--- config.mk ---
export PLATFORM = sky130hd
export DESIGN_NAME = ahb_decoder_1m3s_flat
export DESIGN_NICKNAME = d
export VERILOG_FILES = /design/src/rtl/ahb_decoder_1m3s_pkg.sv /design/src/rtl/ahb_decoder_1m3s_if.sv /design/src/rtl/ahb_decoder_1m3s_default_slave.sv /design/src/rtl/ahb_decoder_1m3s.sv /design/src/flat_wrapper.sv
export SDC_FILE = /design/constraint.sdc
export NUM_CORES = 1
export LEC_CHECK = 0
export BUFFER_PORTS_ARGS = -buffer_cell sky130_fd_sc_hd__buf_2
export CORE_AREA = 2 2 183 185
export DETAILED_ROUTE_END_ITERATION = 7
export DIE_AREA = 0 0 185 187
export PLACE_DENSITY_LB_ADDON = 0.08
export SYNTH_ARGS = -nofsm -noshare
export SYNTH_HDL_FRONTEND = slang
export SYNTH_SLANG_ARGS = --single-unit
--- constraint.sdc ---
create_clock -name HCLK -period 2.9 [get_ports HCLK]
set_input_delay 0.145 -clock HCLK [delete_from_list [all_inputs] [get_ports HCLK]]
set_output_delay 0.145 -clock HCLK [all_outputs]
set_load 0.005 [all_outputs]
--- src/rtl/ahb_decoder_1m3s_pkg.sv ---
// ahb_decoder_1m3s_pkg
// Shared types for the 1-master / 3-slave AHB-Lite decoder:
//   - one-hot data-phase owner encodings (dsel)
//   - default-slave FSM states
//   - HTRANS / HRESP codes
//   - address match helper
package ahb_decoder_1m3s_pkg;

    typedef logic [4:0] dsel_t;

    localparam dsel_t DSEL_S0   = 5'b00001;
    localparam dsel_t DSEL_S1   = 5'b00010;
    localparam dsel_t DSEL_S2   = 5'b00100;
    localparam dsel_t DSEL_DEF  = 5'b01000;
    localparam dsel_t DSEL_NONE = 5'b10000;

    typedef enum logic [1:0] {
        DS_IDLE = 2'd0,
        DS_ERR1 = 2'd1,
        DS_ERR2 = 2'd2
    } ds_state_e;

    typedef enum logic [1:0] {
        HTRANS_IDLE   = 2'b00,
        HTRANS_BUSY   = 2'b01,
        HTRANS_NONSEQ = 2'b10,
        HTRANS_SEQ    = 2'b11
    } htrans_e;

    typedef enum logic {
        HRESP_OKAY  = 1'b0,
        HRESP_ERROR = 1'b1
    } hresp_e;

    function automatic logic addr_match(input logic [31:0] addr,
                                        input logic [31:0] base,
                                        input logic [31:0] mask);
        return (addr & mask) == base;
    endfunction

endpackage

--- src/rtl/ahb_decoder_1m3s_if.sv ---
// ahb_decoder_1m3s_if
// Master-side AHB-Lite bus between an upstream master (or arbiter mux)
// and the decoder.
//   master modport : drives address/control/write data, receives response
//   slave modport  : the decoder's view
interface ahb_decoder_1m3s_if #(
    parameter int SZ = 64
);
    logic [31:0]   HADDR;
    logic [1:0]    HTRANS;
    logic          HWRITE;
    logic [2:0]    HSIZE;
    logic [SZ-1:0] HWDATA;
    logic          HREADY;
    logic [SZ-1:0] HRDATA;
    logic          HRESP;

    modport master (
        output HADDR, HTRANS, HWRITE, HSIZE, HWDATA,
        input  HREADY, HRDATA, HRESP
    );

    modport slave (
        input  HADDR, HTRANS, HWRITE, HSIZE, HWDATA,
        output HREADY, HRDATA, HRESP
    );
endinterface

--- src/rtl/ahb_decoder_1m3s_default_slave.sv ---
// ahb_default_slave
// Default slave for unmapped transfers: answers every active transfer it
// owns with a two-cycle ERROR response.
//   HCLK, HRESETn : clock, async active-low reset
//   hready_i      : bus HREADY as seen by the master (address phase accept)
//   def_sel_i     : active transfer to an unmapped address
//   hready_o      : default slave HREADYOUT
//   hresp_o       : default slave HRESP
//
// state   | meaning
// DS_IDLE | not owning a data phase
// DS_ERR1 | first ERROR cycle, stall (HREADY=0, HRESP=1)
// DS_ERR2 | second ERROR cycle, complete (HREADY=1, HRESP=1)
module ahb_default_slave
    import ahb_decoder_1m3s_pkg::*;
(
    input  logic HCLK,
    input  logic HRESETn,
    input  logic hready_i,
    input  logic def_sel_i,
    output logic hready_o,
    output logic hresp_o
);

    ds_state_e state_q, state_d;

    always_ff @(posedge HCLK or negedge HRESETn) begin
        if (!HRESETn) state_q <= DS_IDLE;
        else          state_q <= state_d;
    end

    always_comb begin
        state_d  = state_q;
        hready_o = 1'b1;
        hresp_o  = HRESP_OKAY;
        case (state_q)
            DS_IDLE: begin
                if (hready_i && def_sel_i) state_d = DS_ERR1;
            end
            DS_ERR1: begin
                hready_o = 1'b0;
                hresp_o  = HRESP_ERROR;
                state_d  = DS_ERR2;
            end
            DS_ERR2: begin
                hresp_o = HRESP_ERROR;
                // HREADY is high here, so a pipelined unmapped transfer
                // starts its own error response straight away.
                state_d = def_sel_i ? DS_ERR1 : DS_IDLE;
            end
            default: state_d = DS_IDLE;
        endcase
    end

endmodule

--- src/rtl/ahb_decoder_1m3s.sv ---
// ahb_decoder_1m3s
// AHB-Lite address decoder and response mux, one master to three slaves
// plus an internal default slave for unmapped addresses.
//   HCLK, HRESETn        : clock, async active-low reset
//   m (slave modport)    : master-side bus (SZ must match the interface)
//   HADDR_S..HWDATA_S    : address/control/write data broadcast to slaves
//   HSEL_S0..HSEL_S2     : slave selects (not qualified by HTRANS)
//   HREADYOUT_Sx, HRDATA_Sx, HRESP_Sx : slave responses
// Master HREADY is also the HREADY input of every slave.
module ahb_decoder_1m3s
    import ahb_decoder_1m3s_pkg::*;
#(
    parameter int          SZ      = 64,
    parameter logic [31:0] S0_BASE = 32'h0000_0000,
    parameter logic [31:0] S0_MASK = 32'hF000_0000,
    parameter logic [31:0] S1_BASE = 32'h1000_0000,
    parameter logic [31:0] S1_MASK = 32'hF000_0000,
    parameter logic [31:0] S2_BASE = 32'h4000_0000,
    parameter logic [31:0] S2_MASK = 32'hF000_0000
) (
    input  logic                HCLK,
    input  logic                HRESETn,
    ahb_decoder_1m3s_if.slave   m,
    output logic [31:0]         HADDR_S,
    output logic [1:0]          HTRANS_S,
    output logic                HWRITE_S,
    output logic [2:0]          HSIZE_S,
    output logic [SZ-1:0]       HWDATA_S,
    output logic                HSEL_S0,
    output logic                HSEL_S1,
    output logic                HSEL_S2,
    input  logic                HREADYOUT_S0,
    input  logic                HREADYOUT_S1,
    input  logic                HREADYOUT_S2,
    input  logic [SZ-1:0]       HRDATA_S0,
    input  logic [SZ-1:0]       HRDATA_S1,
    input  logic [SZ-1:0]       HRDATA_S2,
    input  logic                HRESP_S0,
    input  logic                HRESP_S1,
    input  logic                HRESP_S2
);

    logic          match0, match1, match2;
    logic          def_sel;
    logic          hready;
    logic          hresp;
    logic [SZ-1:0] hrdata;
    logic          ds_hready, ds_hresp;
    dsel_t         dsel_q, dsel_d;

    assign HADDR_S  = m.HADDR;
    assign HTRANS_S = m.HTRANS;
    assign HWRITE_S = m.HWRITE;
    assign HSIZE_S  = m.HSIZE;
    assign HWDATA_S = m.HWDATA;

    assign match0 = addr_match(m.HADDR, S0_BASE, S0_MASK);
    assign match1 = addr_match(m.HADDR, S1_BASE, S1_MASK);
    assign match2 = addr_match(m.HADDR, S2_BASE, S2_MASK);

    // Fixed priority keeps the selects one-hot if windows overlap.
    assign HSEL_S0 = match0;
    assign HSEL_S1 = match1 & ~match0;
    assign HSEL_S2 = match2 & ~match0 & ~match1;

    assign def_sel = m.HTRANS[1] & ~(match0 | match1 | match2);

    always_comb begin
        dsel_d = dsel_q;
        if (hready) begin
            if (HSEL_S0)      dsel_d = DSEL_S0;
            else if (HSEL_S1) dsel_d = DSEL_S1;
            else if (HSEL_S2) dsel_d = DSEL_S2;
            else if (def_sel) dsel_d = DSEL_DEF;
            else              dsel_d = DSEL_NONE;
        end
    end

    always_ff @(posedge HCLK or negedge HRESETn) begin
        if (!HRESETn) dsel_q <= DSEL_NONE;
        else          dsel_q <= dsel_d;
    end

    always_comb begin
        hready = 1'b1;
        hresp  = HRESP_OKAY;
        hrdata = '0;
        case (dsel_q)
            DSEL_S0: begin
                hready = HREADYOUT_S0;
                hresp  = HRESP_S0;
                hrdata = HRDATA_S0;
            end
            DSEL_S1: begin
                hready = HREADYOUT_S1;
                hresp  = HRESP_S1;
                hrdata = HRDATA_S1;
            end
            DSEL_S2: begin
                hready = HREADYOUT_S2;
                hresp  = HRESP_S2;
                hrdata = HRDATA_S2;
            end
            DSEL_DEF: begin
                hready = ds_hready;
                hresp  = ds_hresp;
            end
            default: ;
        endcase
    end

    assign m.HREADY = hready;
    assign m.HRESP  = hresp;
    assign m.HRDATA = hrdata;

    ahb_default_slave u_default_slave (
        .HCLK      (HCLK),
        .HRESETn   (HRESETn),
        .hready_i  (hready),
        .def_sel_i (def_sel),
        .hready_o  (ds_hready),
        .hresp_o   (ds_hresp)
    );

endmodule

--- src/flat_wrapper.sv ---
// flat-port wrapper written by rule: the top's interface ports become plain ports
module ahb_decoder_1m3s_flat import ahb_decoder_1m3s_pkg::*;
#(
    parameter int          SZ      = 64,
    parameter logic [31:0] S0_BASE = 32'h0000_0000,
    parameter logic [31:0] S0_MASK = 32'hF000_0000,
    parameter logic [31:0] S1_BASE = 32'h1000_0000,
    parameter logic [31:0] S1_MASK = 32'hF000_0000,
    parameter logic [31:0] S2_BASE = 32'h4000_0000,
    parameter logic [31:0] S2_MASK = 32'hF000_0000
)
  (HCLK, HRESETn, HADDR_S, HTRANS_S, HWRITE_S, HSIZE_S, HWDATA_S, HSEL_S0, HSEL_S1, HSEL_S2, HREADYOUT_S0, HREADYOUT_S1, HREADYOUT_S2, HRDATA_S0, HRDATA_S1, HRDATA_S2, HRESP_S0, HRESP_S1, HRESP_S2, m_HADDR, m_HTRANS, m_HWRITE, m_HSIZE, m_HWDATA, m_HREADY, m_HRDATA, m_HRESP);
  ahb_decoder_1m3s_if #(.SZ(SZ)) m_i ();
  input  logic HCLK;
  input  logic HRESETn;
  output logic [31:0] HADDR_S;
  output logic [1:0] HTRANS_S;
  output logic HWRITE_S;
  output logic [2:0] HSIZE_S;
  output logic [SZ-1:0] HWDATA_S;
  output logic HSEL_S0;
  output logic HSEL_S1;
  output logic HSEL_S2;
  input  logic HREADYOUT_S0;
  input  logic HREADYOUT_S1;
  input  logic HREADYOUT_S2;
  input  logic [SZ-1:0] HRDATA_S0;
  input  logic [SZ-1:0] HRDATA_S1;
  input  logic [SZ-1:0] HRDATA_S2;
  input  logic HRESP_S0;
  input  logic HRESP_S1;
  input  logic HRESP_S2;
  input wire logic [$bits(m_i.HADDR)-1:0] m_HADDR;
  input wire logic [$bits(m_i.HTRANS)-1:0] m_HTRANS;
  input wire logic [$bits(m_i.HWRITE)-1:0] m_HWRITE;
  input wire logic [$bits(m_i.HSIZE)-1:0] m_HSIZE;
  input wire logic [$bits(m_i.HWDATA)-1:0] m_HWDATA;
  output wire logic [$bits(m_i.HREADY)-1:0] m_HREADY;
  output wire logic [$bits(m_i.HRDATA)-1:0] m_HRDATA;
  output wire logic [$bits(m_i.HRESP)-1:0] m_HRESP;
  assign m_i.HADDR = m_HADDR;
  assign m_i.HTRANS = m_HTRANS;
  assign m_i.HWRITE = m_HWRITE;
  assign m_i.HSIZE = m_HSIZE;
  assign m_i.HWDATA = m_HWDATA;
  assign m_HREADY = m_i.HREADY;
  assign m_HRDATA = m_i.HRDATA;
  assign m_HRESP = m_i.HRESP;
  ahb_decoder_1m3s #(.SZ(SZ), .S0_BASE(S0_BASE), .S0_MASK(S0_MASK), .S1_BASE(S1_BASE), .S1_MASK(S1_MASK), .S2_BASE(S2_BASE), .S2_MASK(S2_MASK)) u_core (.HCLK(HCLK), .HRESETn(HRESETn), .m(m_i), .HADDR_S(HADDR_S), .HTRANS_S(HTRANS_S), .HWRITE_S(HWRITE_S), .HSIZE_S(HSIZE_S), .HWDATA_S(HWDATA_S), .HSEL_S0(HSEL_S0), .HSEL_S1(HSEL_S1), .HSEL_S2(HSEL_S2), .HREADYOUT_S0(HREADYOUT_S0), .HREADYOUT_S1(HREADYOUT_S1), .HREADYOUT_S2(HREADYOUT_S2), .HRDATA_S0(HRDATA_S0), .HRDATA_S1(HRDATA_S1), .HRDATA_S2(HRDATA_S2), .HRESP_S0(HRESP_S0), .HRESP_S1(HRESP_S1), .HRESP_S2(HRESP_S2));
endmodule
After elaboration in Yosys (flattened, before gate mapping)
Index checks and enable logic that the tools add are counted.

cells by class
  reductions and logical operators = 4
  equal/unequal tests = 9
  multiplexer cells = 12
  bitwise gates (word level) = 9

operators by type and width
  operator                                              count
  case mux 64 bit (3 select lines)                      1
  logical NOT 32 bit                                    1
  two-way mux 5 bit                                     4
  case mux 1 bit (4 select lines)                       2
  case mux 2 bit (3 select lines)                       1
  equality test 5 x 1 -> 1 bit (second input constant)  1
  equality test 5 x 2 -> 1 bit (second input constant)  1
  equality test 5 x 3 -> 1 bit (second input constant)  1
  equality test 5 x 4 -> 1 bit (second input constant)  1
  AND 1 bit                                             4
  equality test 4 x 1 -> 1 bit (second input constant)  1
  equality test 4 x 3 -> 1 bit (second input constant)  1
  two-way mux 1 bit                                     3
  inverter 1 bit                                        3
  equality test 2 x 1 -> 1 bit (second input constant)  1
  equality test 2 bit (second input constant)           1
  logical NOT 2 bit                                     1
  two-way mux 2 bit                                     1
  != test 2 bit (second input constant)                 1
  OR 1 bit                                              2
  OR reduction 2 bit                                    1
  logical AND 1 bit                                     1

storage, ports and cells
  output and inout port bits = 171
  register bits after elaboration = 7
  logic and storage cells = 36
  bits of input ports = 302

Logic depth before layout (Yosys ltp)
Gate-level depths: netlist of the first run.

  depth in word-level cells = 9
  depth in mapped cells = 7
  gate-level depth less buffers = 6

Cells and area by module
Synthesis of the first run repeated with hierarchy kept, for this count alone.

second synthesis, totals
  cells, all modules = 306
  area total of the unflattened synthesis = 2,278.4 um^2

by module, submodules not included
  module             times used  seq. area each (um^2)  area each (um^2)  cells each
  ahb_decoder_1m3s   1           126.4                  2,093.3           290
  ahb_default_slave  1           50.0                   185.2             16

Worst setup path after synthesis of the first run
OpenSTA, ideal clock, no wires.

  kind = reg2reg
  start = register u_core.dsel_q[3]
  end = register u_core.dsel_q[0]
  path slack = 1,192 ps
  setup time = 125 ps
  data required time = 2,775 ps
  cell stages (with the launch flop) = 7
  period minus slack after synthesis = 1,708 ps
  buffers on the path = 1
  arrival time = 1,583 ps
  path through = dfrtp_1 buf_2 or3_4 a21o_1 o31a_2 nand2_4 mux2_4

between the ends
  word-level cells in the longest chain between the ends = 2
  elaborated cells on any way between the ends = 5
  classes of those cells = eq/ne (4); mux (1)

RTL lines
  item                                                  line                    RTL
  start, declared                                       ahb_decoder_1m3s.sv:49  dsel_t dsel_q, dsel_d;
  start signal, assigned                                ahb_decoder_1m3s.sv:81  else dsel_q <= dsel_d;
  equality test 5 x 4 -> 1 bit (tied with other cells)  ahb_decoder_1m3s.sv:88  case (dsel_q)
  case mux 1 bit (4 select lines) *                     ahb_decoder_1m3s.sv:88
  named net m_HREADY                                    flat_wrapper.sv:38      output wire logic [$bits(m_i.HREADY)-1:0] m_HREADY;

The timed path passes the listed nets; every way through them passes the cells marked *.
A chain may end at the register's enable or synchronous reset.

Worst setup path after layout of the first run
  start = register u_core.dsel_q[0]
  end = output m_HRDATA[43]

between the ends
  word-level cells in the longest chain between the ends = 2
  elaborated cells on any way between the ends = 4
  classes of those cells = eq/ne (3); mux (1)

RTL lines
  item                                                  line                    RTL
  equality test 5 x 3 -> 1 bit (tied with other cells)  ahb_decoder_1m3s.sv:88
  case mux 64 bit (3 select lines) *                    ahb_decoder_1m3s.sv:88
  end, declared                                         flat_wrapper.sv:39      output wire logic [$bits(m_i.HRDATA)-1:0] m_HRDATA;

Mark *: on every way between the ends. The rest lies on a longest branch, timed or not.

==> reports/qor.yml, run 1 <==
status: "finished with violations"
violations: "DRC"
wl_met3_um: 1600
syn_nets: 619
path_max_fanout: 43
dp_hpwl_um: 12300
post-cts-setup-buffers: 0
drtPass1Iterations: 8
worst_slew_margin_rel_pct: 64.6
power_density_nw_per_um2: 309
synth.area.top_cells: "buf_4 34%, a222oi_1 26%, inv_1 10%, dfrtp_1 6.1%, ha_1 2.6%"
cp.required_ns: 2.76
synthMuxAreaShare_pct: 1.84
wl_per_cell_um: 15.6
core_um2: 32900
final-max-slew-violation-count: 0
synth_cell_type_count: 38
cts-hold-fix-buffers: 1
cts.clk_slew.worst_paths_ns: 0.04
yosysWarnings: 0
fin_nets: 783
synth_xor_area_share_pct: 0.358
rsz0062_at_grt: "false"
place_congestion: 0.724
antenna_found_initial: 0
clk_latency_ns: 0.23
vdd_drop_max_mv: 0.200
cts_tree: "done"
yosys.area_share.simple_pct: 9.06
synth_seq_area_share_pct: 7.22
drive_above_1_share_pct: 62.9
ys_seq_elements: 7
clock-sinks: 7
p_leak_nw: 2.24
die_h_um: 187
wl_met1_um: 4700
via_per_inst: 3.40
async_flop_share_pct: 100
wl_met2_um: 7900
drtIter0Drc: 300
synth_top_family_by_area: "buffers and inverters"
grt_pass1_wl_um: 19100
nFillCells: 3889
finalWirelength_um: 14400
io_pins: 473
ctsLongestPathBuffers: 2
port_buffers: 278
dr.max_layer_used: "met4"
cp.arrival_ns: 2.25
num_vias: 3135
synth.top_cell.area_share_pct: 34.1
synth_largest_area_cell: "buf_4"
die_x_um: 185
critPathKind: "reg2out"
placed_area_um2: 3530
period_needed_ns: 2.40
numCtsBuffers: 3
critPathLaunchType: "flop"
synth-adder-area-share_pct: 2.56
synth_edf_count: 0
synth_area_um2: 2440
grt_max_degree: 65
ctsResizeCount: 0
maxCapViolations: 0
antenna_left: 0
rows: 67
final_area_um2: 3620
finalSetupViolCount: 0
antennaDiodeCount: 0
syn_to_final_growth_pct: 48.1
initial_core_util_pct: 7.44
fmax_mhz: 417
end_kind: "output pin"
hold_viol: 0
grt_usage_pct: 7.18
setup_tns_ns: 0
fin_crit_sh_pct: 82.7
holdWs_ns: 0.0633
cts_max_level: 1
worst_pin_slew_ns: 0.531
synth_compound_area_share_pct: 30.7
netlist_instances: 312
hold_class: "in2reg"
drc_errors: 4
grt_pass1_vias: 3013
die_area_um2: 34600
syn_avg_cell_area_um2: 7.83
yosys_most_used_dff: "dfrtp_1"
finalClockSkew_ns: 0.000649
cts_root_buf: "clkbuf_16"
overflow: 0
Yosys cell counts, drive strengths merged, types with 2 or more instances:
library cell,number
o211ai,3
dfrtp,6
a222oi,64
nand2b,3
nand3b,4
nor4b,4
a211oi,2
clkbuf,6
nor3b,2
inv,67
mux2,3
or3,2
nor3,2
buf,119
nand2,3
nor4,3
ha,5
layout by cell type (no fill, tap or decap), types with 2 or more instances in the layout:
cell	synthesis	layout
buf_2	3	278
inv_1	67	67
a222oi_1	64	64
dfrtp_1	6	6
ha_1	5	5
nand3b_1	4	4
buf_4	111	4
nand2b_1	3	3
nor4b_1	3	3
o211ai_1	3	3
mux2_4	3	3
clkbuf_16	0	3
nor3b_4	0	2
nor4_1	2	2
a211oi_1	2	2
nand2_1	2	2
routing by layer:
metal  vias up  global-route usage (%)
met5         -                       0
met4         0                    1.22
met3        20                    2.18
met2       242                    15.0
met1      1489                    6.68
li1       1384                       -
kinds of logic after synthesis:
kind of cell	count (synthesis)
XOR/XNOR	1
buffers and inverters	192
AO/OA/AOI/OAI	77
multiplexers	3
AND/OR/NAND/NOR	27
adder cells (fa/ha/maj)	5
flip-flops	7
worst paths after layout:
kind,start,end,slack (ns),cells after the start
worst max-delay path,u_core.dsel_q[0]$_DFFE_PN0P_,m_HRDATA[43],0.50,6
worst min-delay path,m_HTRANS[1],u_core.dsel_q[4]$_DFFE_PN1P_,0.06,2
worst max register to register,u_core.dsel_q[2]$_DFFE_PN0P_,u_core.dsel_q[2]$_DFFE_PN0P_,0.98,5
worst min register to register,u_core.u_default_slave.state_q[1]$_DFFE_PN0P_,u_core.u_default_slave.state_q[1]$_DFFE_PN0P_,0.61,2
max in group asynchronous,HRESETn,u_core.dsel_q[4]$_DFFE_PN1P_,2.38,2
min in group asynchronous,HRESETn,u_core.dsel_q[3]$_DFFE_PN0P_,0.29,2
flip-flops by register name, indices dropped and copies added (netlist names):
name	flops
u_core.dsel_q	5
u_core.u_default_slave.state_q	2
where the power goes:
part / total (mW) / leakage (nW) / switching, mW / internal (mW)
Clock: 0.234 / 0.0382 / 0.0508 / 0.183
Combinational: 0.709 / 2.11 / 0.355 / 0.354
Sequential: 0.177 / 0.0896 / 0.0514 / 0.126
Total: 1.12 / 2.24 / 0.457 / 0.663
worst max-delay path, stage by stage, from the launching register on:
cell and delay [ns]:
dfrtp_1 0.45, or3_4 0.46, nor3b_4 0.19, buf_4 0.45, a222oi_1 0.21, inv_1 0.09, buf_2 0.11
cell type report:
type	count	area, um^2	area share (%)
Timing Repair Buffer	284	1450	40.1
Sequential cell	7	176	4.87
Inverter	67	251	6.95
Multi-Input combinational cell	113	1100	30.4
Tap cell	448	561	15.5
Clock buffer	4	78.8	2.18
per-stage QoR:
step / cells / util (%) / power [mW] / setup WS [ns]
4_1_cts: 923 / 11.0 / 1.15 / 0.486
3_5_place_dp: 918 / 10.7 / 0.903 / 0.735
2_1_floorplan: 312 / - / 0.668 / 1.19
6_report: 923 / 11.0 / 1.12 / 0.502
5_1_grt: 923 / 11.0 / 1.22 / 0.377
3_3_place_gp: 918 / 10.7 / 0.915 / 0.756
No activity file was read; power rests on OpenSTA's default activity.
==> run 2, diff against run 1 <==
- ABC_AREA: not set -> 1
- CORE_AREA: 2 2 183 185 -> 2 2 186 188
- DIE_AREA: 0 0 185 187 -> 0 0 188 190
- clock period: 2.9 -> 2.3 ns (I/O delays scaled with it)
==> run 2 against run 1 <==
The run now ends clean. Cell count increased by 17%. Clock skew is essentially flat. Total power increased by 30%. Via count increased by 8.7%. Cell area rose by 4.5%. First-iteration DRC count decreased by 81%. Clock power up 25%. Count of clock-buffer cells in the layout is the same. Utilization grew 0.12 points. Register-to-register slack lost 0.15 ns. Combinational power grew 35%. Largest power group unchanged. Highest routed layer is now met5.
==> reports/qor.yml, run 2 <==
drtPass1Iterations: 4  # was 8
yosysWarnings: 0  # unchanged
ys_seq_elements: 7  # unchanged
syn_nets: 764  # was 619
synth.top_cell.area_share_pct: 31.1  # was 34.1%
yosys_most_used_dff: "dfrtp_1"  # unchanged
cts_tree: "done"  # unchanged
grt_pass1_vias: 3445  # was 3013
maxCapViolations: 0  # unchanged
p_sw_share_pct: 43.8  # was 40.8%
grt_max_degree: 41  # was 65
register_area_um2: 176  # unchanged
fin_nets: 931  # was 783
die_x_um: 188  # was 185 um
final-max-slew-violation-count: 0  # unchanged
largest_reg_flops: 5  # unchanged
overflow: 0  # unchanged
async_flop_share_pct: 100  # unchanged
cts.clk_slew.worst_paths_ns: 0.04  # about the same
dp_cells: 1073  # was 918
cpMaxStageDelayCell: "dfrtp_1"  # was or3_4
ctsLongestPathBuffers: 2  # unchanged
syn_to_final_growth_pct: 46.2  # was 48.1%
p_leak_nw: 2.10  # was 2.24 nW
initial_core_util_pct: 7.62  # was 7.44%
synth_edf_count: 0  # unchanged
synth_cell_type_count: 21  # was 38
vdd_drop_max_mv: 0.212  # was 0.200 mV
drive_above_1_share_pct: 48.6  # was 62.9%
num_vias: 3407  # was 3135
synth_seq_area_share_pct: 6.82  # was 7.22%
busiest_layer: "met2"  # unchanged
finalSetupViolCount: 0  # unchanged
dp_hpwl_um: 13500  # was 12300 um
clock-sinks: 7  # unchanged
worst_pin_slew_ns: 0.326  # was 0.531 ns
wl_per_cell_um: 14.6  # was 15.6 um
min_from: "m_HTRANS[1]"  # unchanged
grt_pass1_wl_um: 21700  # was 19100 um
grt_use_met2_pct: 15.8  # was 15.0%
holdPathStages: 2  # unchanged
post-cts-setup-buffers: 0  # unchanged
cts_max_level: 1  # unchanged
syn_avg_cell_area_um2: 5.66  # was 7.83 um^2
drc_errors: 0  # was 4
hold_viol: 0  # unchanged
layoutNonFillerInstCount: 1079  # was 923
ctsResizeCount: 0  # unchanged
port_buffers: 278  # unchanged
status: "completed"  # was finished with violations
netlist_instances: 457  # was 312
die_h_um: 190  # was 187 um
fmax_mhz: 524
power_frac_comb_pct: 66.0  # was 63.3%
cts_root_buf: "clkbuf_16"  # unchanged
synth_largest_area_cell: "buf_4"  # unchanged
sequentialPowerShare_pct: 14.0  # was 15.8%
path_max_fanout: 27  # was 43
multiInputGateArea_um2: 1370  # was 1100 um^2
cp.required_ns: 2.18  # was 2.76 ns
clk_latency_ns: 0.23  # about the same
rr_endpoint: "u_core.u_default_slave.state_q[0]$_DFFE_PN0P_"  # was u_core.dsel_q[2]$_DFFE_PN0P_
worst_slew_margin_rel_pct: 78.3  # was 64.6%
antenna_left: 0  # unchanged
fin_crit_sh_pct: 82.9
antenna_found_initial: 2  # was 0
period_needed_ns: 1.91
grt_usage_pct: 7.98  # was 7.18%
finalClockSkew_ns: 0.000943  # was 0.000649 ns
cpPeakStageDelay_ns: 0.40  # was 0.46 ns
synth_area_um2: 2590  # was 2440 um^2
numCtsBuffers: 3  # unchanged
finalWirelength_um: 15700  # was 14400 um
critPathLaunch: "u_core.dsel_q[3]$_DFFE_PN0P_"  # was u_core.dsel_q[0]$_DFFE_PN0P_
hold_class: "in2reg"  # unchanged
end_kind: "output pin"  # unchanged
r2r_start: "u_core.dsel_q[4]$_DFFE_PN1P_"  # was u_core.dsel_q[2]$_DFFE_PN0P_
p_switching_mw: 0.637  # was 0.457 mW
rsz0062_at_grt: "false"  # unchanged
gr-usage-met3_pct: 2.69  # was 2.18%
nFillCells: 4072  # was 3889
critPathKind: "reg2out"  # unchanged
setup_tns_ns: 0  # unchanged
p_clk_share_pct: 20.1  # was 20.9%
place_congestion: 0.728  # was 0.724
core_um2: 33900  # was 32900 um^2
reg.largest.list: "u_core.dsel_q x5, u_core.u_default_slave.state_q x2"  # unchanged
r2r_slack_ns: 0.83  # was 0.98 ns
synth.most_common_cell: "nand2_1"  # was buf_4
yosys-top-cells-count: "205 x nand2_1, 107 x buf_4, 68 x nand3_1"  # was 111 x buf_4, 67 x inv_1, 64 x a222oi_1
holdPathEnd: "u_core.dsel_q[4]$_DFFE_PN1P_"  # unchanged
final_cell_mix: "278 x buf_2, 205 x nand2_1, 68 x nand3_1"  # was 278 x buf_2, 67 x inv_1, 64 x a222oi_1
p_int_mw: 0.817  # was 0.663 mW
die_area_um2: 35700  # was 34600 um^2
via_per_inst: 3.16  # was 3.40
rows: 68  # was 67
drtIter0Drc: 57  # was 300
path_cells: "nor2_2, nand3_2, inv_2, buf_12, nand2_1, o2111ai_1, buf_2"  # was or3_4, nor3b_4, buf_4, a222oi_1, inv_1, buf_2
synth.area.top_cells: "buf_4 31%, nand2_1 30%, nand3_1 13%, dfrtp_1 5.8%, buf_6 5.7%"  # was buf_4 34%, a222oi_1 26%, inv_1 10%, dfrtp_1 6.1%, ha_1 2.6%
ff2ff_path_depth: 7  # was 5
critPathLaunchType: "flop"  # unchanged
io_pins: 473  # unchanged
final_common_cell: "buf_2"  # unchanged
met1_usage_pct: 7.73  # was 6.68%
power_density_nw_per_um2: 385  # was 309 nW/um^2
cp.arrival_ns: 1.79  # was 2.25 ns
top_register: "u_core.dsel_q"  # unchanged
run 2: cell types whose count changed in the layout (fill, tap and decap cells not counted), sizes merged, moves of 4 or more:
cell | previous run | this run
nand3b | 4 | 0
a222oi | 64 | 0
inv | 67 | 19
nor4b | 4 | 0
nand2 | 3 | 208
nand4 | 0 | 6
o21ai | 0 | 5
nand3 | 1 | 70
nor2 | 1 | 8
run 2: area by class of cell:
| type | instances | share of cell area (%) |
|---|---|---|
| diodes | 1 | 0.0662 |
| inverters | 19 | 1.89 |
| repair buffers | 285 | 39.9 |
| multi-input cells | 308 | 36.3 |
| well taps | 455 | 15.1 |
| flip-flops and latches | 7 | 4.67 |
| clock buffers | 4 | 2.08 |
run 2: repair_timing:
action / CTS / global route
setup endpoints to repair: 0 / 0
endpoints found under the hold margin: 7 / 0
hold buffers: 1 / 0
run 2: logic make-up (layout without fill, tap and decap cells):
family / after synthesis / count (layout) / synth area share (%)
buffers and inverters: 142 / 308 / 40.1
adder cells (fa/ha/maj): 5 / 5 / 2.42
flip-flops: 7 / 7 / 6.82
AO/OA/AOI/OAI: 8 / 8 / 1.84
other: 0 / 1 / 0
AND/OR/NAND/NOR: 295 / 295 / 48.9
run 2: worst max path at each step:
stage                                                    endpoint  depth (start not counted)
floorplan           u_core.u_default_slave.state_q[0]$_DFFE_PN0P_                          9
global placement                                          m_HRESP                          7
detailed placement                                   m_HRDATA[28]                          7
CTS                                                  m_HRDATA[28]                          7
global route                                         m_HRDATA[28]                          7
finish                                                    m_HRESP                          7
run 2: worst max-delay path: cells and delay by family (launching register included):
| family | cells | cell delay (ns) |
|---|---|---|
| flops | 1 | 0.40 |
| buf+inv | 3 | 0.64 |
| compound gates | 1 | 0.09 |
| simple gates | 3 | 0.42 |
run 2: metal layers:
metal  wire length [um]  part of all wire (%)
met1               5260                    33
met2               8390                    53
met3               1540                   9.8
met4                487                   3.1
met5                 48                  0.31
run 2: power by group through the flow:
stage | Sequential, mW | Combinational (mW) | Clock, mW
3_3_place_gp | 0.210 | 1.02 | 0
5_1_grt | 0.210 | 1.10 | 0.307
2_1_floorplan | 0.196 | 0.647 | 0
4_1_cts | 0.204 | 0.997 | 0.298
6_report | 0.203 | 0.959 | 0.292
3_5_place_dp | 0.204 | 0.991 | 0
run 2: metrics by stage:
step           total power [mW]  cell area [um^2]  hold WS, ns  utilization (%)  setup slack [ns]
4_1_cts                    1.50              3780       0.0779             11.1             0.319
6_report                   1.45              3780       0.0769             11.1             0.393
2_1_floorplan             0.843              2590       -0.181                -             0.985
3_5_place_dp               1.19              3690      -0.0274             10.9             0.563
5_1_grt                    1.61              3780       0.0832             11.1             0.224
3_3_place_gp               1.23              3690      -0.0282             10.9             0.600
